File: config.mk
export PLATFORM = sky130hd
export DESIGN_NAME = mem_port_arbiter
export DESIGN_NICKNAME = d
export VERILOG_FILES = /design/src/rtl/cpu_mem_pkg.sv /design/src/rtl/mem_arb_resp.sv /design/src/rtl/mem_port_arbiter.sv
export SDC_FILE = /design/constraint.sdc
export NUM_CORES = 1
export LEC_CHECK = 0
export BUFFER_PORTS_ARGS = -buffer_cell sky130_fd_sc_hd__buf_2
export CORE_AREA = 10 10 131 133
export CTS_CLUSTER_DIAMETER = 100
export CTS_CLUSTER_SIZE = 30
export DETAILED_ROUTE_END_ITERATION = 6
export DIE_AREA = 0 0 141 143
export GPL_ROUTABILITY_DRIVEN = 0
export PLACE_DENSITY_LB_ADDON = 0.1
export SETUP_SLACK_MARGIN = 0.1
export SLEW_MARGIN = 10
export SYNTH_ARGS = -nofsm -noshare
export SYNTH_HDL_FRONTEND = slang
export SYNTH_SLANG_ARGS = --single-unit
File: constraint.sdc
create_clock -name clk -period 4.6 [get_ports clk]
set_input_delay 0.69 -clock clk [delete_from_list [all_inputs] [get_ports clk]]
set_output_delay 0.69 -clock clk [all_outputs]
set_load 0.02 [all_outputs]
File: src/rtl/cpu_mem_pkg.sv
// Shared types for the CPU memory port: response ownership, grant encoding,
// and the full byte-enable constant used for fetch reads.
package cpu_mem_pkg;

   typedef enum logic [1:0] {
      OWN_NONE = 2'd0,
      OWN_IF   = 2'd1,
      OWN_LS   = 2'd2
   } resp_owner_t;

   typedef enum logic [1:0] {
      GNT_NONE = 2'd0,
      GNT_IF   = 2'd1,
      GNT_LS   = 2'd2
   } grant_t;

   // Wide enough for any practical data width; users slice the low DW/8 bits.
   localparam int unsigned          BE_MAX_W = 128;
   localparam logic [BE_MAX_W-1:0]  BE_FULL  = '1;

   // Who owns the memory response in the cycle after a grant.
   function automatic resp_owner_t read_owner(grant_t gnt, logic ls_is_read);
      resp_owner_t owner;
      owner = OWN_NONE;
      case (gnt)
         GNT_IF:  owner = OWN_IF;
         GNT_LS:  owner = ls_is_read ? OWN_LS : OWN_NONE;
         default: owner = OWN_NONE;
      endcase
      return owner;
   endfunction

endpackage

File: src/rtl/mem_arb_resp.sv
// Response side of the arbiter: tracks which port owns the returning read
// data, raises that port's valid, and keeps per-port hold registers.
module mem_arb_resp
   import cpu_mem_pkg::*;
#(
   parameter int DW = 32
) (
   input  logic          clk,
   input  logic          reset,
   input  logic [1:0]    i_gnt,
   input  logic          i_ls_is_read,
   input  logic [DW-1:0] i_mem_rddata,
   output logic          o_if_valid,
   output logic [DW-1:0] o_if_rddata,
   output logic          o_ls_valid,
   output logic [DW-1:0] o_ls_rddata
);

   resp_owner_t   owner_q, owner_d;
   logic [DW-1:0] if_hold_q, ls_hold_q;

   always_comb begin
      owner_d = read_owner(grant_t'(i_gnt), i_ls_is_read);
   end

   // NOTE: the hold registers are a couple of words, so they are reset along
   // with the owner; that makes the post-reset rddata a known zero.
   always_ff @(posedge clk) begin
      if (reset) begin
         owner_q   <= OWN_NONE;
         if_hold_q <= '0;
         ls_hold_q <= '0;
      end else begin
         owner_q <= owner_d;
         if (o_if_valid) if_hold_q <= i_mem_rddata;
         if (o_ls_valid) ls_hold_q <= i_mem_rddata;
      end
   end

   assign o_if_valid  = (owner_q == OWN_IF);
   assign o_ls_valid  = (owner_q == OWN_LS);
   assign o_if_rddata = o_if_valid ? i_mem_rddata : if_hold_q;
   assign o_ls_rddata = o_ls_valid ? i_mem_rddata : ls_hold_q;

endmodule

File: src/rtl/mem_port_arbiter.sv
// Shares one single-ported memory between instruction fetch and load/store.
// Load/store wins, but a bounded run counter keeps fetch from starving.
module mem_port_arbiter
   import cpu_mem_pkg::*;
#(
   parameter int AW         = 32,
   parameter int DW         = 32,
   parameter int MAX_LS_RUN = 4
) (
   input  logic            clk,
   input  logic            reset,
   input  logic [AW-1:0]   i_if_addr,
   input  logic            i_if_rd,
   output logic            o_if_stall,
   output logic            o_if_valid,
   output logic [DW-1:0]   o_if_rddata,
   input  logic [AW-1:0]   i_ls_addr,
   input  logic            i_ls_rd,
   input  logic            i_ls_wr,
   input  logic [DW-1:0]   i_ls_wrdata,
   input  logic [DW/8-1:0] i_ls_byte_en,
   output logic            o_ls_stall,
   output logic            o_ls_valid,
   output logic [DW-1:0]   o_ls_rddata,
   output logic [AW-1:0]   o_mem_addr,
   output logic            o_mem_rd,
   output logic            o_mem_wr,
   output logic [DW-1:0]   o_mem_wrdata,
   output logic [DW/8-1:0] o_mem_byte_en,
   input  logic [DW-1:0]   i_mem_rddata
);

   localparam int              RCW     = $clog2(MAX_LS_RUN + 1);
   localparam int              BEW     = DW / 8;
   localparam logic [RCW-1:0]  RUN_MAX = RCW'(MAX_LS_RUN);

   logic           if_req, ls_req, ls_is_read;
   grant_t         gnt;
   logic [RCW-1:0] run_cnt_q, run_cnt_d;

   // A simultaneous rd+wr is treated as a plain store.
   assign if_req     = i_if_rd;
   assign ls_req     = i_ls_rd | i_ls_wr;
   assign ls_is_read = i_ls_rd & ~i_ls_wr;

   always_comb begin
      gnt = GNT_NONE;
      if (ls_req && !(if_req && run_cnt_q == RUN_MAX)) begin
         gnt = GNT_LS;
      end else if (if_req) begin
         gnt = GNT_IF;
      end
   end

   assign o_if_stall = if_req && (gnt != GNT_IF);
   assign o_ls_stall = ls_req && (gnt != GNT_LS);

   always_comb begin
      run_cnt_d = run_cnt_q;
      if (!if_req || gnt == GNT_IF) begin
         run_cnt_d = '0;
      end else if (gnt == GNT_LS && run_cnt_q != RUN_MAX) begin
         run_cnt_d = run_cnt_q + 1'b1;
      end
   end

   // NOTE: sequential state uses non-blocking assignments only, so every
   // register samples the pre-edge values regardless of block order.
   always_ff @(posedge clk) begin
      if (reset) run_cnt_q <= '0;
      else       run_cnt_q <= run_cnt_d;
   end

   always_comb begin
      o_mem_addr    = '0;
      o_mem_rd      = 1'b0;
      o_mem_wr      = 1'b0;
      o_mem_wrdata  = '0;
      o_mem_byte_en = '0;
      case (gnt)
         GNT_IF: begin
            o_mem_addr    = i_if_addr;
            o_mem_rd      = 1'b1;
            o_mem_byte_en = BE_FULL[BEW-1:0];
         end
         GNT_LS: begin
            o_mem_addr    = i_ls_addr;
            o_mem_rd      = ls_is_read;
            o_mem_wr      = i_ls_wr;
            o_mem_wrdata  = i_ls_wrdata;
            o_mem_byte_en = i_ls_byte_en;
         end
         default: ;
      endcase
   end

   mem_arb_resp #(
      .DW(DW)
   ) u_resp (
      .clk          (clk),
      .reset        (reset),
      .i_gnt        (gnt),
      .i_ls_is_read (ls_is_read),
      .i_mem_rddata (i_mem_rddata),
      .o_if_valid   (o_if_valid),
      .o_if_rddata  (o_if_rddata),
      .o_ls_valid   (o_ls_valid),
      .o_ls_rddata  (o_ls_rddata)
   );

endmodule

## After elaboration in Yosys (flattened, before gate mapping)

Index checks and enable logic that the tools add are counted.

| word-level totals | value |
|---|---|
| input bits | 137 |
| word-level logic and storage cells | 36 |
| bits in registers | 69 |

| cells by class | value |
|---|---|
| bitwise logic cells | 3 |
| eq/ne operators | 8 |
| reduce and logical (&&, ||, !) cells | 9 |
| add/subtract/negate cells | 1 |
| muxes and demuxes | 11 |

Operators with widths:

| operator | count |
|---|---|
| $mux W32 | 3 |
| $pmux W32 S2 | 1 |
| $pmux W4 S2 | 1 |
| $logic_and A1 B1 Y1 | 5 |
| $eq A2 B1 Y1 const B | 2 |
| $eq A2 B2 Y1 const B | 2 |
| $mux W2 | 2 |
| $pmux W2 S2 | 1 |
| $add A3 B1 Y3 const B | 1 |
| $eq A3 B3 Y1 const B | 1 |
| $ne A3 B3 Y1 const B | 1 |
| $logic_not A1 Y1 | 2 |
| $mux W1 | 2 |
| $ne A2 B1 Y1 const B | 1 |
| $ne A2 B2 Y1 const B | 1 |
| $pmux W1 S2 | 1 |
| $reduce_or A2 Y1 | 1 |
| $and A1 B1 Y1 | 1 |
| $logic_or A1 B1 Y1 | 1 |
| $not A1 Y1 | 1 |
| $or A1 B1 Y1 | 1 |

## Depth between registers and ports, before layout

Gate-level depths: netlist (run 1).

| depth | value |
|---|---|
| word-level depth | 8 |
| depth in mapped cells | 7 |

## By module

A second synthesis (run 1) with hierarchy kept.

| unflattened totals | value |
|---|---|
| cell total of the unflattened synthesis | 504 |
| area total of the unflattened synthesis | 4,639.4 um2 |

By module, submodules not included:

| module | seq. area each (um2) | area an instance (um2) | cells an instance | instances |
|---|---|---|---|---|
| mem_arb_resp | 1,321.3 | 3,555.9 | 320 | 1 |
| mem_port_arbiter | 60.1 | 1,083.5 | 184 | 1 |

## Worst setup path after synthesis (run 1)

OpenSTA, ideal clock, no wires.

| timing | value |
|---|---|
| kind | input to output |
| start point | input i_ls_wr |
| end point | output o_mem_addr[21] |
| buffers on the path | 2 |
| path slack | 2.297 ns |
| arrival time | 1.613 ns |
| required time | 3.910 ns |
| stages | 5 |
| cells stage by stage | or2_1 > a21boi_2 > buf_4 > buf_6 > a22o_1 |

| on the way | value |
|---|---|
| longest elaborated chain between the ends | 5 |
| elaborated cells on any way between the ends | 6 |

RTL lines:

| element | line | RTL |
|---|---|---|
| start: declaration | mem_port_arbiter.sv:19 | `input logic i_ls_wr,` |
| $or A1 B1 Y1 * | mem_port_arbiter.sv:43 | `assign ls_req = i_ls_rd \| i_ls_wr;` |
| $logic_and A1 B1 Y1 * | mem_port_arbiter.sv:48 | `if (ls_req && !(if_req && run_cnt_q == RUN_MAX)) begin` |
| $mux W2 * | mem_port_arbiter.sv:48 |  |
| $eq A2 B2 Y1 / $eq A2 B1 Y1 (equally long branches) | mem_port_arbiter.sv:80 | `case (gnt)` |
| $pmux W32 S2 * | mem_port_arbiter.sv:80 |  |
| end: declaration | mem_port_arbiter.sv:25 | `output logic [AW-1:0] o_mem_addr,` |

Mark *: on every way between the ends. The rest lies on a longest branch, timed or not.

## Worst setup path in the final report (run 1)

| timing | value |
|---|---|
| start point | input i_ls_wr |
| end point | output o_mem_addr[4] |

Same word-level chain as after synthesis.

==> key figures, run 1 <==
Critical path
  – CP Max Fanout: 40
  – Most common cell type on the critical path: sky130_fd_sc_hd__buf_2
  – Slowest library cell on the worst path: sky130_fd_sc_hd__or2_1
  – Critical register-to-register path endpoint: u_resp.ls_hold_q[24]
  – Reg2Reg Depth: 4
  – R2R Path Start: u_resp.owner_q[1]
  – Cell chain of the critical path: buf_2 > or2_1 > and2_1 > buf_4 > a22o_1 > buf_2
  – Critical path capture point type: primary output
  – Gate family responsible for the most delay along the worst path: simple AND/OR/NAND/NOR gates
  – Type of element launching the critical path: input port
  – Worst-case register-to-register setup slack: 2.46 ns
  – Endpoint arrival time on the critical path: 2.46 ns
  – Critical Path RT: 3.91 ns
  – Max stage delay on crit path: 0.77 ns
  – Classification of the worst setup path: input port to primary output
  – Number of buffer and inverter stages on the critical path: 3

Worst hold path
  – WHS Endpoint: run_cnt_q[0]
  – Instance count along the most critical hold path: 1
  – Source of the worst hold timing path: run_cnt_q[0]
  – Worst min path class: register to register

Global route
  – Met2 routing resource usage after global routing: 0.221
  – Grt peak-use layer: met2
  – Pin count of the biggest net entering global routing: 70
  – Aggregate global-route resource usage: 0.131
  – GRT Residual Overflow: 0
  – Wire length of the first global-routing pass: 20.6 mm
  – Met3 Usage GRT: 0.0766
  – Global-route track usage on met1: 0.127
  – Initial antenna violation count: 2
  – Via count of the first global-routing pass: 3584

Timing
  – Transition time of the tightest slew-check pin: 1.01 ns
  – Fin crit share: 0.685
  – Clk_skew: about 0.0044 ns
  – Final Setup Violations: 0
  – Setup tns final: 0 ns
  – Achievable Freq: 0.317 GHz
  – Final hold violations: 0
  – Unrepaired setup endpoints after global routing: no
  – Worst max-slew margin expressed relative to the limit: 0.325
  – Count of final max-slew check failures: 0
  – Final period demand of the worst path: 3.15 ns

Routing
  – Number of DRC violations after detailed routing: 0
  – Antenna Violating Nets Remaining: 0
  – Detailed-route vias per instance: about 4.3
  – Vias after detailed routing: 3312
  – DRC violation total after the first TritonRoute iteration: 87
  – Mean routed wirelength per cell: 18.0 µm
  – Overall routed net length: roughly 14 mm
  – DR pass1 iterations: 4

Logic synthesis
  – Netlist cell types: 23
  – Fraction of synthesized cell area in xor and xnor cells: 0.00243
  – Post-synthesis sequential area ratio: 0.384
  – Synthesized netlist cell count: 319
  – Multiplexer share of the synthesized area: 0.261
  – Simple-gate share of the synthesized area: 0.195
  – Post-synthesis sequential element count: 69
  – Net count after synthesis: 458
  – Mean Syn Cell Area: 11.3 µm²
  – Share of the synthesized area in compound gates (AO/OA/AOI/OAI): 0.0894
  – Combinational family with the most area after synthesis: multiplexers
  – Syn. warnings: 0
  – Adder and majority cell fraction of the synthesized area: 0.00696
  – Summed instance area of the synthesized netlist: 3600 µm²

Layout
  – Final instance area: 5320 µm²
  – Number of inserted filler cells in the final layout: 1486
  – Area growth from synthesis to layout: 48.0%
  – Utilization after layout: 0.369
  – Ratio of cells with drive above 1 in the final layout: 0.618
  – Commonest non-fill, non-tap cells in the layout: sky130_fd_sc_hd__buf_2 (274), sky130_fd_sc_hd__dfxtp_1 (69), sky130_fd_sc_hd__nor2b_1 (66), sky130_fd_sc_hd__mux2_4 (58)
  – Nets: 718
  – Most frequent standard cell in the layout excluding fill and tap cells: sky130_fd_sc_hd__buf_2

Power
  – Clock power share: 0.394
  – Internal power summed over all cells: 0.00117 W
  – Leak: 2.97 nW
  – Comb pwr share: 0.227
  – Power per Cell Area: 307 nW/µm²
  – Post-layout power: between 0.0015 and 0.002 W
  – Power dissipated by switching net loads: roughly 0.00046 W
  – Worst voltage drop across the vdd grid: 134 µV
  – Switching share of power: 0.281
  – Sequential fraction of design power: 0.379

Floorplanning
  – Area of the die: 20200 µm²
  – Horizontal die dimension: 141 µm
  – Floorplan core area: 14400 µm²
  – Die outline height: 143 µm
  – Initial cell density of the core: 0.249
  – Core Rows: 44
  – Number of top-level pins: 275

Clock network
  – Number of buffers created by CTS: 9
  – Number of post-CTS setup repair buffers: 0
  – Number of clock sinks seen by CTS: 69
  – Library cell used as clock root buffer: sky130_fd_sc_hd__clkbuf_16
  – H-tree levels: 3
  – Hold-fix buffers at CTS: 0
  – Post-CTS Resized: 0
  – TritonCTS clock tree: yes
  – Maximum clock path buffer count: 2
  – Clock Latency Late Sink: 0.33 ns
  – Clock transition at path regs: 0.05 ns

Place
  – Cell Area, Placed: 5040 µm²
  – Buffers on Ports: around 270
  – Post-detail-place hpwl: roughly 11 mm

Run status
  – Status: finished clean

Run
  – Max-cap violations: 0
[synth_stat cells]
library cell,n,area [µm²]
sky130_fd_sc_hd__nand3_1,1,5.00
sky130_fd_sc_hd__a21o_1,4,30.0
sky130_fd_sc_hd__nand3_2,1,10.0
sky130_fd_sc_hd__ha_1,2,25.0
sky130_fd_sc_hd__and2_1,2,12.5
sky130_fd_sc_hd__clkbuf_1,14,52.6
sky130_fd_sc_hd__a21boi_2,1,11.3
sky130_fd_sc_hd__nor2b_1,67,419
sky130_fd_sc_hd__xnor2_1,1,8.76
sky130_fd_sc_hd__buf_6,11,124
sky130_fd_sc_hd__inv_1,4,15.0
sky130_fd_sc_hd__or2_1,1,6.26
sky130_fd_sc_hd__a22o_1,32,280
sky130_fd_sc_hd__nand2b_1,3,18.8
sky130_fd_sc_hd__mux2_2,6,67.6
sky130_fd_sc_hd__nor3_1,2,10.0
sky130_fd_sc_hd__nor3b_1,2,15.0
sky130_fd_sc_hd__buf_2,3,15.0
sky130_fd_sc_hd__and3_1,32,200
sky130_fd_sc_hd__buf_4,2,15.0
sky130_fd_sc_hd__nand2_1,1,3.75
sky130_fd_sc_hd__dfxtp_1,69,1380
sky130_fd_sc_hd__mux2_4,58,871
[power by group through the flow]
stage               registers [W]  logic, W  clock network (W)
floorplan                0.000630  0.000228                  0
global placement         0.000631  0.000376                  0
detailed placement       0.000632  0.000376                  0
CTS                      0.000619  0.000378           0.000676
global route             0.000620  0.000398           0.000699
finish                   0.000619  0.000370           0.000643
[registers in the layout, summed over array words and instances (netlist names)]
signal / count
run_cnt_q: 3
u_resp.if_hold_q: 32
u_resp.ls_hold_q: 32
u_resp.owner_q: 2
[cells by family after synthesis]
family | after synthesis
simple gates | 112
mux | 64
fa+ha+maj | 2
flops | 69
compound gates | 37
buf+inv | 34
xor+xnor | 1
[worst reg2reg max path, cell delays in order (launching register included)]
cell and delay, ns:
sky130_fd_sc_hd__dfxtp_1 0.32, sky130_fd_sc_hd__nor2b_4 0.78, sky130_fd_sc_hd__buf_4 0.42, sky130_fd_sc_hd__mux2_4 0.34, sky130_fd_sc_hd__nor2b_1 0.13
[per-stage QoR]
step | instances | worst slack [ns] | hold WS (ns)
global route | 769 | 1.28 | 0.487
global placement | 752 | 1.52 | 0.447
floorplan | 319 | 2.30 | 0.432
detailed placement | 752 | 1.46 | 0.450
CTS | 768 | 1.47 | 0.458
finish | 769 | 1.45 | 0.455
[routing by layer]
layer  share of wire  wire length [µm]
met1            0.37              5040
met2            0.48              6680
met3            0.12              1680
met4           0.030               409
met5               0                 0
[how the worst max path moves through the flow]
stage / from / endpoint / slack (ns) / cells after the start
final: i_ls_wr / o_mem_addr[4] / 1.45 / 6
after global routing: i_ls_wr / o_mem_addr[7] / 1.28 / 6
after CTS: i_ls_wr / o_mem_addr[27] / 1.47 / 6
after detailed placement: i_ls_wr / o_mem_addr[27] / 1.46 / 6
after global placement: i_ls_wr / o_mem_addr[27] / 1.52 / 6
after floorplan: i_ls_wr / o_mem_addr[21] / 2.30 / 5
[layout make-up]
class | count | area (µm²) | area share
diodes | 1 | 2.50 | 0.000470
repair buffers | 279 | 1410 | 0.265
flip-flops and latches | 69 | 1380 | 0.260
well taps | 184 | 230 | 0.0433
multi-input cells | 216 | 2000 | 0.377
clock buffers | 13 | 260 | 0.0489
inverters | 4 | 15.0 | 0.00282
clock inverters | 3 | 20.0 | 0.00376
Note: power is estimated with default switching activity, not from simulation.
==> run 2: changes to the inputs <==
==> constraint.sdc (replaced) <==
create_clock -name clk -period 3 [get_ports clk]
set_input_delay 0.45 -clock clk [delete_from_list [all_inputs] [get_ports clk]]
set_output_delay 0.45 -clock clk [all_outputs]
set_load 0.02 [all_outputs]
==> key figures, run 2 (synthesized netlist as in run 1, its figures left out) <==
Run status
  – Status: finished clean (unchanged)

Layout
  – Nets: 719 (was 718)
  – Seq. cell area: 1380 µm² (unchanged)
  – Commonest non-fill, non-tap cells in the layout: sky130_fd_sc_hd__buf_2 (274), sky130_fd_sc_hd__dfxtp_1 (69), sky130_fd_sc_hd__nor2b_1 (66), sky130_fd_sc_hd__mux2_4 (58) (unchanged)
  – Area growth from synthesis to layout: 51.1% (was 48.0%)
  – Final instance area: 5440 µm² (was 5320 µm²)
  – Number of inserted filler cells in the final layout: 1495 (was 1486)
  – Multi-input combinational cell area: 2010 µm² (was 2000 µm²)
  – Top Registers: u_resp.if_hold_q (32), u_resp.ls_hold_q (32), run_cnt_q (3) (unchanged)
  – Ratio of cells with drive above 1 in the final layout: 0.624 (was 0.618)
  – Most frequent standard cell in the layout excluding fill and tap cells: sky130_fd_sc_hd__buf_2 (unchanged)

Routing
  – Vias after detailed routing: 3319 (was 3312)
  – DR pass1 iterations: 4 (unchanged)
  – Mean routed wirelength per cell: 18.0 µm (about the same)
  – Overall routed net length: 13.8 mm (about the same)
  – Number of DRC violations after detailed routing: 0 (unchanged)
  – Antenna Violating Nets Remaining: 0 (unchanged)
  – DRC violation total after the first TritonRoute iteration: 84 (was 87)
  – Detailed-route vias per instance: 4.31 (about the same)

Clock network
  – Clock Latency Late Sink: 0.34 ns (was 0.33 ns)
  – H-tree levels: 3 (unchanged)
  – TritonCTS clock tree: yes (unchanged)
  – Library cell used as clock root buffer: sky130_fd_sc_hd__clkbuf_16 (unchanged)
  – Number of buffers created by CTS: 9 (unchanged)
  – Maximum clock path buffer count: 2 (unchanged)
  – Number of post-CTS setup repair buffers: 0 (unchanged)
  – Number of clock sinks seen by CTS: 69 (unchanged)
  – Clock transition at path regs: 0.06 ns (was 0.05 ns)

Floorplanning
  – Floorplan core area: 14400 µm² (unchanged)
  – Number of top-level pins: 275 (unchanged)
  – Area of the die: 20200 µm² (unchanged)
  – Core Rows: 44 (unchanged)
  – Die outline height: 143 µm (unchanged)
  – Horizontal die dimension: 141 µm (unchanged)
  – Initial cell density of the core: 0.249 (unchanged)

Timing
  – Final period demand of the worst path: 2.40 ns
  – Achievable Freq: about 0.42 GHz
  – Fin crit share: 0.801
  – Count of final max-slew check failures: 0 (unchanged)
  – Setup tns final: 0 ns (unchanged)
  – Worst max-slew margin expressed relative to the limit: 0.504 (was 0.325)
  – Final hold violations: 0 (unchanged)
  – Worst hold slack: 0.419 ns (was 0.455 ns)
  – Final Setup Violations: 0 (unchanged)
  – Unrepaired setup endpoints after global routing: no (unchanged)
  – Clk_skew: 0.00529 ns (was 0.00438 ns)
  – Transition time of the tightest slew-check pin: 0.744 ns (was 1.01 ns)

Critical path
  – Max stage delay on crit path: 0.52 ns (was 0.77 ns)
  – Cell chain of the critical path: inv_1 > ha_1 > nand3_2 > and2_2 > a22o_1 > buf_2 (was buf_2 > or2_1 > and2_1 > buf_4 > a22o_1 > buf_2)
  – Classification of the worst setup path: register to primary output (was input port to primary output)
  – Capturing instance or port of the critical path: o_mem_addr[22] (was o_mem_addr[4])
  – First element of the critical path: run_cnt_q[0] (was i_ls_wr)
  – Critical Path RT: 2.55 ns (was 3.91 ns)
  – R2R Path Start: u_resp.owner_q[1] (unchanged)
  – Critical register-to-register path endpoint: u_resp.if_hold_q[31] (was u_resp.ls_hold_q[24])
  – Critical path capture point type: primary output (unchanged)
  – Type of element launching the critical path: register (was input port)
  – Endpoint arrival time on the critical path: 1.95 ns (was 2.46 ns)
  – Slowest library cell on the worst path: sky130_fd_sc_hd__and2_2 (was sky130_fd_sc_hd__or2_1)
  – CP Max Fanout: 32 (was 40)
  – Reg2Reg Depth: 4 (unchanged)
  – Worst-case register-to-register setup slack: 1.39 ns (was 2.46 ns)

Global route
  – Global-route track usage on met1: 0.134 (was 0.127)
  – Met3 Usage GRT: 0.0683 (was 0.0766)
  – GRT Residual Overflow: 0 (unchanged)
  – Wire length of the first global-routing pass: 21.1 mm (was 20.6 mm)
  – Aggregate global-route resource usage: 0.132 (was 0.131)
  – Pin count of the biggest net entering global routing: 70 (unchanged)
  – Met2 routing resource usage after global routing: 0.225 (was 0.221)
  – Initial antenna violation count: 1 (was 2)
  – Grt peak-use layer: met2 (unchanged)
  – Via count of the first global-routing pass: 3671 (was 3584)

Power
  – Power per Cell Area: 508 nW/µm² (was 307 nW/µm²)
  – Internal power summed over all cells: 0.00202 W (was 0.00117 W)
  – Clock power share: 0.449 (was 0.394)
  – Power dissipated by switching net loads: 0.000744 W (was 0.000459 W)
  – Sequential fraction of design power: 0.344 (was 0.379)
  – Comb pwr share: 0.207 (was 0.227)
  – Switching share of power: 0.270 (was 0.281)
  – Leak: 3.03 nW (was 2.97 nW)
  – Post-layout power: 0.00276 W (was 0.00163 W)
  – Worst voltage drop across the vdd grid: 233 µV (was 134 µV)

Place
  – Cell Area, Placed: 5080 µm² (was 5040 µm²)
  – Buffers on Ports: 274 (unchanged)
  – Post-detail-place hpwl: 11.1 mm (about the same)

Run
  – Max-cap violations: 0 (unchanged)

Worst hold path
  – Source of the worst hold timing path: i_ls_rd (was run_cnt_q[0])
  – Worst min path class: input port to register (was register to register)
==> run 2: repair_timing <==
item | in CTS | in global routing
hold buffers | 0 | 0
gates resized for setup | 0 | 1
setup endpoints to repair | 0 | 32
==> run 2: worst min-delay path by stage <==
| stage | end | slack (ns) | cells after the start |
|---|---|---|---|
| 4_1_cts | u_resp.owner_q[1] | 0.42 | 3 |
| 6_report | u_resp.owner_q[1] | 0.42 | 3 |
| 5_1_grt | u_resp.owner_q[1] | 0.46 | 3 |
| 3_5_place_dp | run_cnt_q[0] | 0.45 | 1 |
| 3_3_place_gp | run_cnt_q[0] | 0.45 | 1 |
| 2_1_floorplan | run_cnt_q[0] | 0.43 | 1 |
==> run 2: area by class of cell <==
type	count	share of cell area
Inverter	4	0.00276
Antenna cell	1	0.000460
Multi-Input combinational cell	216	0.369
Clock buffer	9	0.0414
Tap cell	184	0.0424
Clock inverter	7	0.0223
Sequential cell	69	0.254
Timing Repair Buffer	280	0.267
==> run 2: power by group through the flow <==
stage                     logic, W  registers [W]  clock network (W)
final                     0.000571       0.000949            0.00124
after global routing      0.000617       0.000951            0.00132
after CTS                 0.000583       0.000949            0.00128
after detailed placement  0.000581       0.000969                  0
after global placement    0.000579       0.000968                  0
after floorplan           0.000349       0.000967                  0
==> run 2: critical path, delay by kind of cell (launching register included) <==
family	cells	cell delay (ns)
AO/OA/AOI/OAI	1	0.22
adder cells (fa/ha/maj)	1	0.22
buffers and inverters	2	0.22
flip-flops	1	0.35
AND/OR/NAND/NOR	2	0.60
==> run 2: per-layer routing <==
layer	routed length, µm	share of wire
met1	5120	0.37
met2	6850	0.49
met3	1620	0.12
met4	260	0.019
met5	0	0
==> run 2: through the flow <==
stage	utilization	instances	worst slack, ns
after floorplan	-	319	1.18
after global placement	0.353	753	0.601
after detailed placement	0.353	753	0.547
after CTS	0.377	769	0.200
after global routing	0.377	770	0.413
final	0.377	770	0.596
